==> config.mk <==
export PLATFORM = sky130hd
export DESIGN_NAME = debounced_ruler
export DESIGN_NICKNAME = d
export VERILOG_FILES = /design/src/rtl/debounced_ruler.sv
export SDC_FILE = /design/constraint.sdc
export NUM_CORES = 1
export LEC_CHECK = 0
export CAP_MARGIN = 40
export CORE_AREA = 2 2 74 76
export DETAILED_ROUTE_END_ITERATION = 6
export DIE_AREA = 0 0 76 78
export GPL_TIMING_DRIVEN = 0
export PLACE_DENSITY_LB_ADDON = 0.2
export SYNTH_ARGS = -nofsm -noshare
export SYNTH_HDL_FRONTEND = slang
export SYNTH_SLANG_ARGS = --single-unit
==> constraint.sdc <==
create_clock -name clk_i -period 4.2 [get_ports clk_i]
set_input_delay 1.05 -clock clk_i [delete_from_list [all_inputs] [get_ports clk_i]]
set_output_delay 1.05 -clock clk_i [all_outputs]
set_load 0.05 [all_outputs]
==> src/rtl/debounced_ruler.sv <==
// debounced_ruler: sync + debounce of strobe/direction contacts,
// each clean strobe rise moves a saturating one-hot ruler marker.
// Ports:
//   clk_i    system clock, rising edge
//   rst_i    async active-low reset
//   stb_i    raw strobe contact (async, bouncy)
//   dir_i    raw direction contact, 1 = toward MSB
//   ruler_o  one-hot marker position
//   stb_db_o debounced strobe level
//   dir_db_o debounced direction level
module debounced_ruler #(
  parameter int RULER_WIDTH     = 8,
  parameter int DEBOUNCER_DELAY = 50_000_000 / 6
) (
  input  logic                   clk_i,
  input  logic                   rst_i,
  input  logic                   stb_i,
  input  logic                   dir_i,
  output logic [RULER_WIDTH-1:0] ruler_o,
  output logic                   stb_db_o,
  output logic                   dir_db_o
);

  localparam int CW = $clog2(DEBOUNCER_DELAY + 1);
  localparam logic [CW-1:0] CNT_MAX = CW'(DEBOUNCER_DELAY - 1);
  localparam logic [RULER_WIDTH-1:0] RULER_RST = RULER_WIDTH'(1);

  // channel 0 = strobe, channel 1 = direction
  logic [1:0]    raw;
  logic [1:0]    sync1_q;
  logic [1:0]    sync2_q;
  logic [1:0]    db_q;
  logic [1:0]    db_d;
  logic [CW-1:0] cnt_q [2];
  logic [CW-1:0] cnt_d [2];

  logic                   stb_prev_q;
  logic                   step;
  logic [RULER_WIDTH-1:0] ruler_q;
  logic [RULER_WIDTH-1:0] ruler_d;

  assign raw = {dir_i, stb_i};

  // Any cycle where the synced input matches the output restarts
  // the count, so only an unbroken run of DELAY cycles commits.
  always_comb begin
    db_d  = db_q;
    cnt_d = cnt_q;
    for (int i = 0; i < 2; i++) begin
      if (sync2_q[i] == db_q[i]) begin
        cnt_d[i] = '0;
      end else if (cnt_q[i] == CNT_MAX) begin
        db_d[i]  = sync2_q[i];
        cnt_d[i] = '0;
      end else begin
        cnt_d[i] = cnt_q[i] + CW'(1);
      end
    end
  end

  assign step = db_q[0] & ~stb_prev_q;

  // Saturating move: the edge bit blocks the shift, keeping one-hot.
  always_comb begin
    ruler_d = ruler_q;
    if (step) begin
      if (db_q[1]) begin
        if (!ruler_q[RULER_WIDTH-1]) ruler_d = ruler_q << 1;
      end else begin
        if (!ruler_q[0]) ruler_d = ruler_q >> 1;
      end
    end
  end

  always_ff @(posedge clk_i or negedge rst_i) begin
    if (!rst_i) begin
      sync1_q    <= '0;
      sync2_q    <= '0;
      db_q       <= '0;
      cnt_q[0]   <= '0;
      cnt_q[1]   <= '0;
      stb_prev_q <= 1'b0;
      ruler_q    <= RULER_RST;
    end else begin
      sync1_q    <= raw;
      sync2_q    <= sync1_q;
      db_q       <= db_d;
      cnt_q[0]   <= cnt_d[0];
      cnt_q[1]   <= cnt_d[1];
      stb_prev_q <= db_q[0];
      ruler_q    <= ruler_d;
    end
  end

  assign ruler_o  = ruler_q;
  assign stb_db_o = db_q[0];
  assign dir_db_o = db_q[1];

endmodule

==> impl_metrics.env, run 1 <==
export IMPL_synth_lib_cells_used_distinct=33
export IMPL_drc_errors=0
export IMPL_post_synth_mux_area_share=0.00751
export IMPL_max_vdd_ir_drop_mv=0.242
export IMPL_cp_num_buf_inv=1
export IMPL_critical_path_cell_chain="clkdlybuf4s50_1"
export IMPL_postRouteAntennaNets=0
export IMPL_die_h_um=78
export IMPL_critPathLaunchType="flop"
export IMPL_placementRows=26
export IMPL_ctsLongestPathBuffers=2
export IMPL_dpl_cell_area_sq_um=3230
export IMPL_clock_sinks=61
export IMPL_die_w_um=76
export IMPL_timing_slew_headroom=0.546
export IMPL_synth_simple_gate_area_share=0.246
export IMPL_grt_antenna_before_repair=0
export IMPL_dr_pass1_iters=4
export IMPL_mappedNetlistArea_sq_um=3000
export IMPL_postCtsResizedCells=0
export IMPL_grt_pass1_wl_mm=10.2
export IMPL_syn_instance_count=311
export IMPL_tritoncts_num_buffers=9
export IMPL_hold_violations=0
export IMPL_setup_viol_count_final=0
export IMPL_synth_edf_count=0
export IMPL_clock_root_buffer="sky130_fd_sc_hd__clkbuf_8"
export IMPL_worst_slew_pin_transition_ns=0.681
export IMPL_worstHoldPathType="reg2reg"
export IMPL_post_cts_setup_buffers=0
export IMPL_async_flop_share=1.00
export IMPL_wire_per_inst_um=13.8
export IMPL_nets=344
export IMPL_clock_skew_ns=0.00672
export IMPL_powerDensity_nw_per_um2=336
export IMPL_cts_tree="done"
export IMPL_pin_count=14
export IMPL_synthToLayoutAreaGrowth_pct=14.4
export IMPL_layoutNonFillerInstCount=411
export IMPL_maxClockFrequency_mhz=356
export IMPL_clk_pin_slew_worst_paths_ns=0.07
export IMPL_post_cts_hold_fix_bufs=0
export IMPL_run_status="completed"
export IMPL_synth_compound_area_frac=0.112
export IMPL_finalWirelength_mm=5.68
export IMPL_pin_count_of_the_biggest_net_entering_global_routing=32
export IMPL_detailroute_via_count=2324
export IMPL_diodes=0
export IMPL_register_area_sq_um=1530
export IMPL_combined_area_of_the_multi_input_logic_cells_sq_um=1380
export IMPL_core_area_sq_um=5040
export IMPL_finalCoreUtilization=0.680
export IMPL_worst_path_max_fanout=9
export IMPL_synth_nets=319
export IMPL_synthFlopType="sky130_fd_sc_hd__dfrtp_1"
export IMPL_grt_setup_unrepaired="no"
export IMPL_timing_max_cap_violations=0
export IMPL_synth_top_family_by_area="simple AND/OR/NAND/NOR gates"
export IMPL_route_detailed_vias_per_inst=5.65
export IMPL_synthXorXnorAreaFrac=0.0789
export IMPL_grtUsageTotal=0.216
export IMPL_gr_total_overflow=0
export IMPL_worst_path_required_ns=3.15
export IMPL_p_leak_nw=1.34
export IMPL_tns_ns=0
export IMPL_adder_cell_share_of_the_synthesized_area=0.0167
export IMPL_via_count_of_the_first_global_routing_pass=2324
export IMPL_placed_wire_length_estimate_mm=4.04
export IMPL_synth_warning_count=0
export IMPL_synth_avg_cell_area_sq_um=9.64
export IMPL_slowest_delay_ns=0.82
export IMPL_fill_cells=408
export IMPL_total_power_w=0.00115
export IMPL_fp_dieArea_sq_um=5930
export IMPL_ys_ff_latch=61
export IMPL_final_period_minus_worst_setup_slack_ns=2.81
export IMPL_crit_arrival_ns=1.76
export IMPL_timing_max_transition_violations_final=0
export IMPL_initial_utilization=0.595
export IMPL_crit_type="reg2out"
export IMPL_finalCritPeriodShare=0.669
export IMPL_insertion_delay_ns=0.34
export IMPL_io_buffers=13
export IMPL_drtIter0Drc=122
export IMPL_endpoint_kind="primary output"
export IMPL_placed_cells=395
export IMPL_h_tree_depth=3
export IMPL_final_layout_size_suffix_gt1_frac=0.0792
export IMPL_synth_yosys_seq_area_share=0.510
export IMPL_gpl_final_weighted_congestion=0.857
export IMPL_critical_path_top_delay_family="buffers and inverters"
export IMPL_crit_slowest_cell="sky130_fd_sc_hd__clkdlybuf4s50_1"
export IMPL_post_route_cell_area_sq_um=3430
-- state kept, by name, indices dropped and copies added, names as in the netlist --
name	cells
stb_prev_q	1
cnt_q	46
sync2_q	2
sync1_q	2
db_q	2
ruler_o	8
-- layout make-up --
type	count	area share
flip-flops and latches	61	0.445
multi-input cells	228	0.403
repair buffers	14	0.0423
clock buffers	10	0.0401
well taps	70	0.0255
clock inverters	6	0.0182
plain buffers	11	0.0135
inverters	11	0.0120
-- cell usage in the layout, fill, tap and decap left out, types with 3 or more instances in the layout --
master                            count
sky130_fd_sc_hd__clkbuf_8            10
sky130_fd_sc_hd__or3_1                8
sky130_fd_sc_hd__nor3_1               4
sky130_fd_sc_hd__nor2b_1              3
sky130_fd_sc_hd__o31ai_1             11
sky130_fd_sc_hd__clkbuf_1             9
sky130_fd_sc_hd__nand4_1             12
sky130_fd_sc_hd__o21ai_0             18
sky130_fd_sc_hd__nand2_1             20
sky130_fd_sc_hd__and3_1               4
sky130_fd_sc_hd__a22oi_1              6
sky130_fd_sc_hd__or4_1               10
sky130_fd_sc_hd__inv_1               11
sky130_fd_sc_hd__ha_1                 4
sky130_fd_sc_hd__clkdlybuf4s50_1     12
sky130_fd_sc_hd__dfrtp_1             60
sky130_fd_sc_hd__nor4_1               8
sky130_fd_sc_hd__xor2_1              11
sky130_fd_sc_hd__clkinvlp_4           3
sky130_fd_sc_hd__nand3_1             19
sky130_fd_sc_hd__a21oi_1             19
sky130_fd_sc_hd__xnor2_1             16
sky130_fd_sc_hd__nor2_1              36
sky130_fd_sc_hd__and4_1               6
-- through the flow --
step	setup slack [ns]	hold slack, ns
4_1_cts	1.36	0.359
3_5_place_dp	1.75	0.344
6_report	1.39	0.359
5_1_grt	1.31	0.366
2_1_floorplan	2.32	0.331
3_3_place_gp	0.222	0.333
-- where the power goes --
group | internal, W | total, W | switching, W | leakage [nW]
Sequential | 0.000594 | 0.000601 | 0.00000687 | 0.835
Clock | 0.000287 | 0.000514 | 0.000227 | 0.0943
Combinational | 0.0000116 | 0.0000380 | 0.0000264 | 0.410
Total | 0.000893 | 0.00115 | 0.000260 | 1.34
-- per-layer routing --
layer / GRT usage / vias to the layer above / part of all wire / wire (um)
li1: - / 1178 / - / -
met1: 0.260 / 1104 / 0.48 / 2710
met2: 0.363 / 31 / 0.47 / 2670
met3: 0.0674 / 11 / 0.034 / 195
met4: 0.0891 / 0 / 0.018 / 105
met5: 0 / - / 0 / 0
-- synthesized netlist by cell type (8+ instances only) --
cell type                   n  share of area
sky130_fd_sc_hd__inv_1     11          0.014
sky130_fd_sc_hd__nor4_1     8          0.017
sky130_fd_sc_hd__nand2_1   20          0.025
sky130_fd_sc_hd__o31ai_1   11          0.028
sky130_fd_sc_hd__xnor2_1   16          0.047
sky130_fd_sc_hd__nand4_1   12          0.025
sky130_fd_sc_hd__xor2_1    11          0.032
sky130_fd_sc_hd__a21oi_1   19          0.032
sky130_fd_sc_hd__clkbuf_1   9          0.011
sky130_fd_sc_hd__or4_1     10          0.025
sky130_fd_sc_hd__or3_1      8          0.017
sky130_fd_sc_hd__dfrtp_1   60           0.50
sky130_fd_sc_hd__nor2_1    36          0.045
sky130_fd_sc_hd__nand3_1   19          0.032
sky130_fd_sc_hd__o21ai_0   18          0.030
-- cells by family after synthesis --
family / count (synthesis)
simple gates: 138
flops: 61
compound gates: 57
xor+xnor: 27
buf+inv: 22
fa+ha+maj: 4
mux: 2
-- path summary, 6_finish.rpt --
| check | startpoint | to | slack, ns | depth (start not counted) |
|---|---|---|---|---|
| min in group asynchronous | rst_i | cnt_q[18] | 0.75 | 1 |
| max | ruler_o[0] | ruler_o[0] | 1.39 | 1 |
| max in group asynchronous | rst_i | cnt_q[25] | 2.86 | 2 |
| min reg2reg | sync1_q[1] | sync2_q[1] | 0.36 | 0 |
| max reg2reg | cnt_q[23] | cnt_q[41] | 2.05 | 6 |
| min | sync1_q[1] | sync2_q[1] | 0.36 | 0 |
(Power assumes the default switching activity.)
==> inputs of run 2 (changes only) <==
Clock period 4.2 ns to 2.65 ns, I/O delays scaled along.
==> results of run 2 <==
The final DEF is identical to that of run 1. Status: completed.
Among the figures that moved: setup slack after placement 1.75 ns -> 0.489 ns; setup slack after layout 1.39 ns -> 0.226 ns; register-to-register setup slack 2.05 ns -> 0.50 ns; total power 0.00115 W -> 0.00183 W; worst IR drop on VDD 0.242 mV -> 0.384 mV
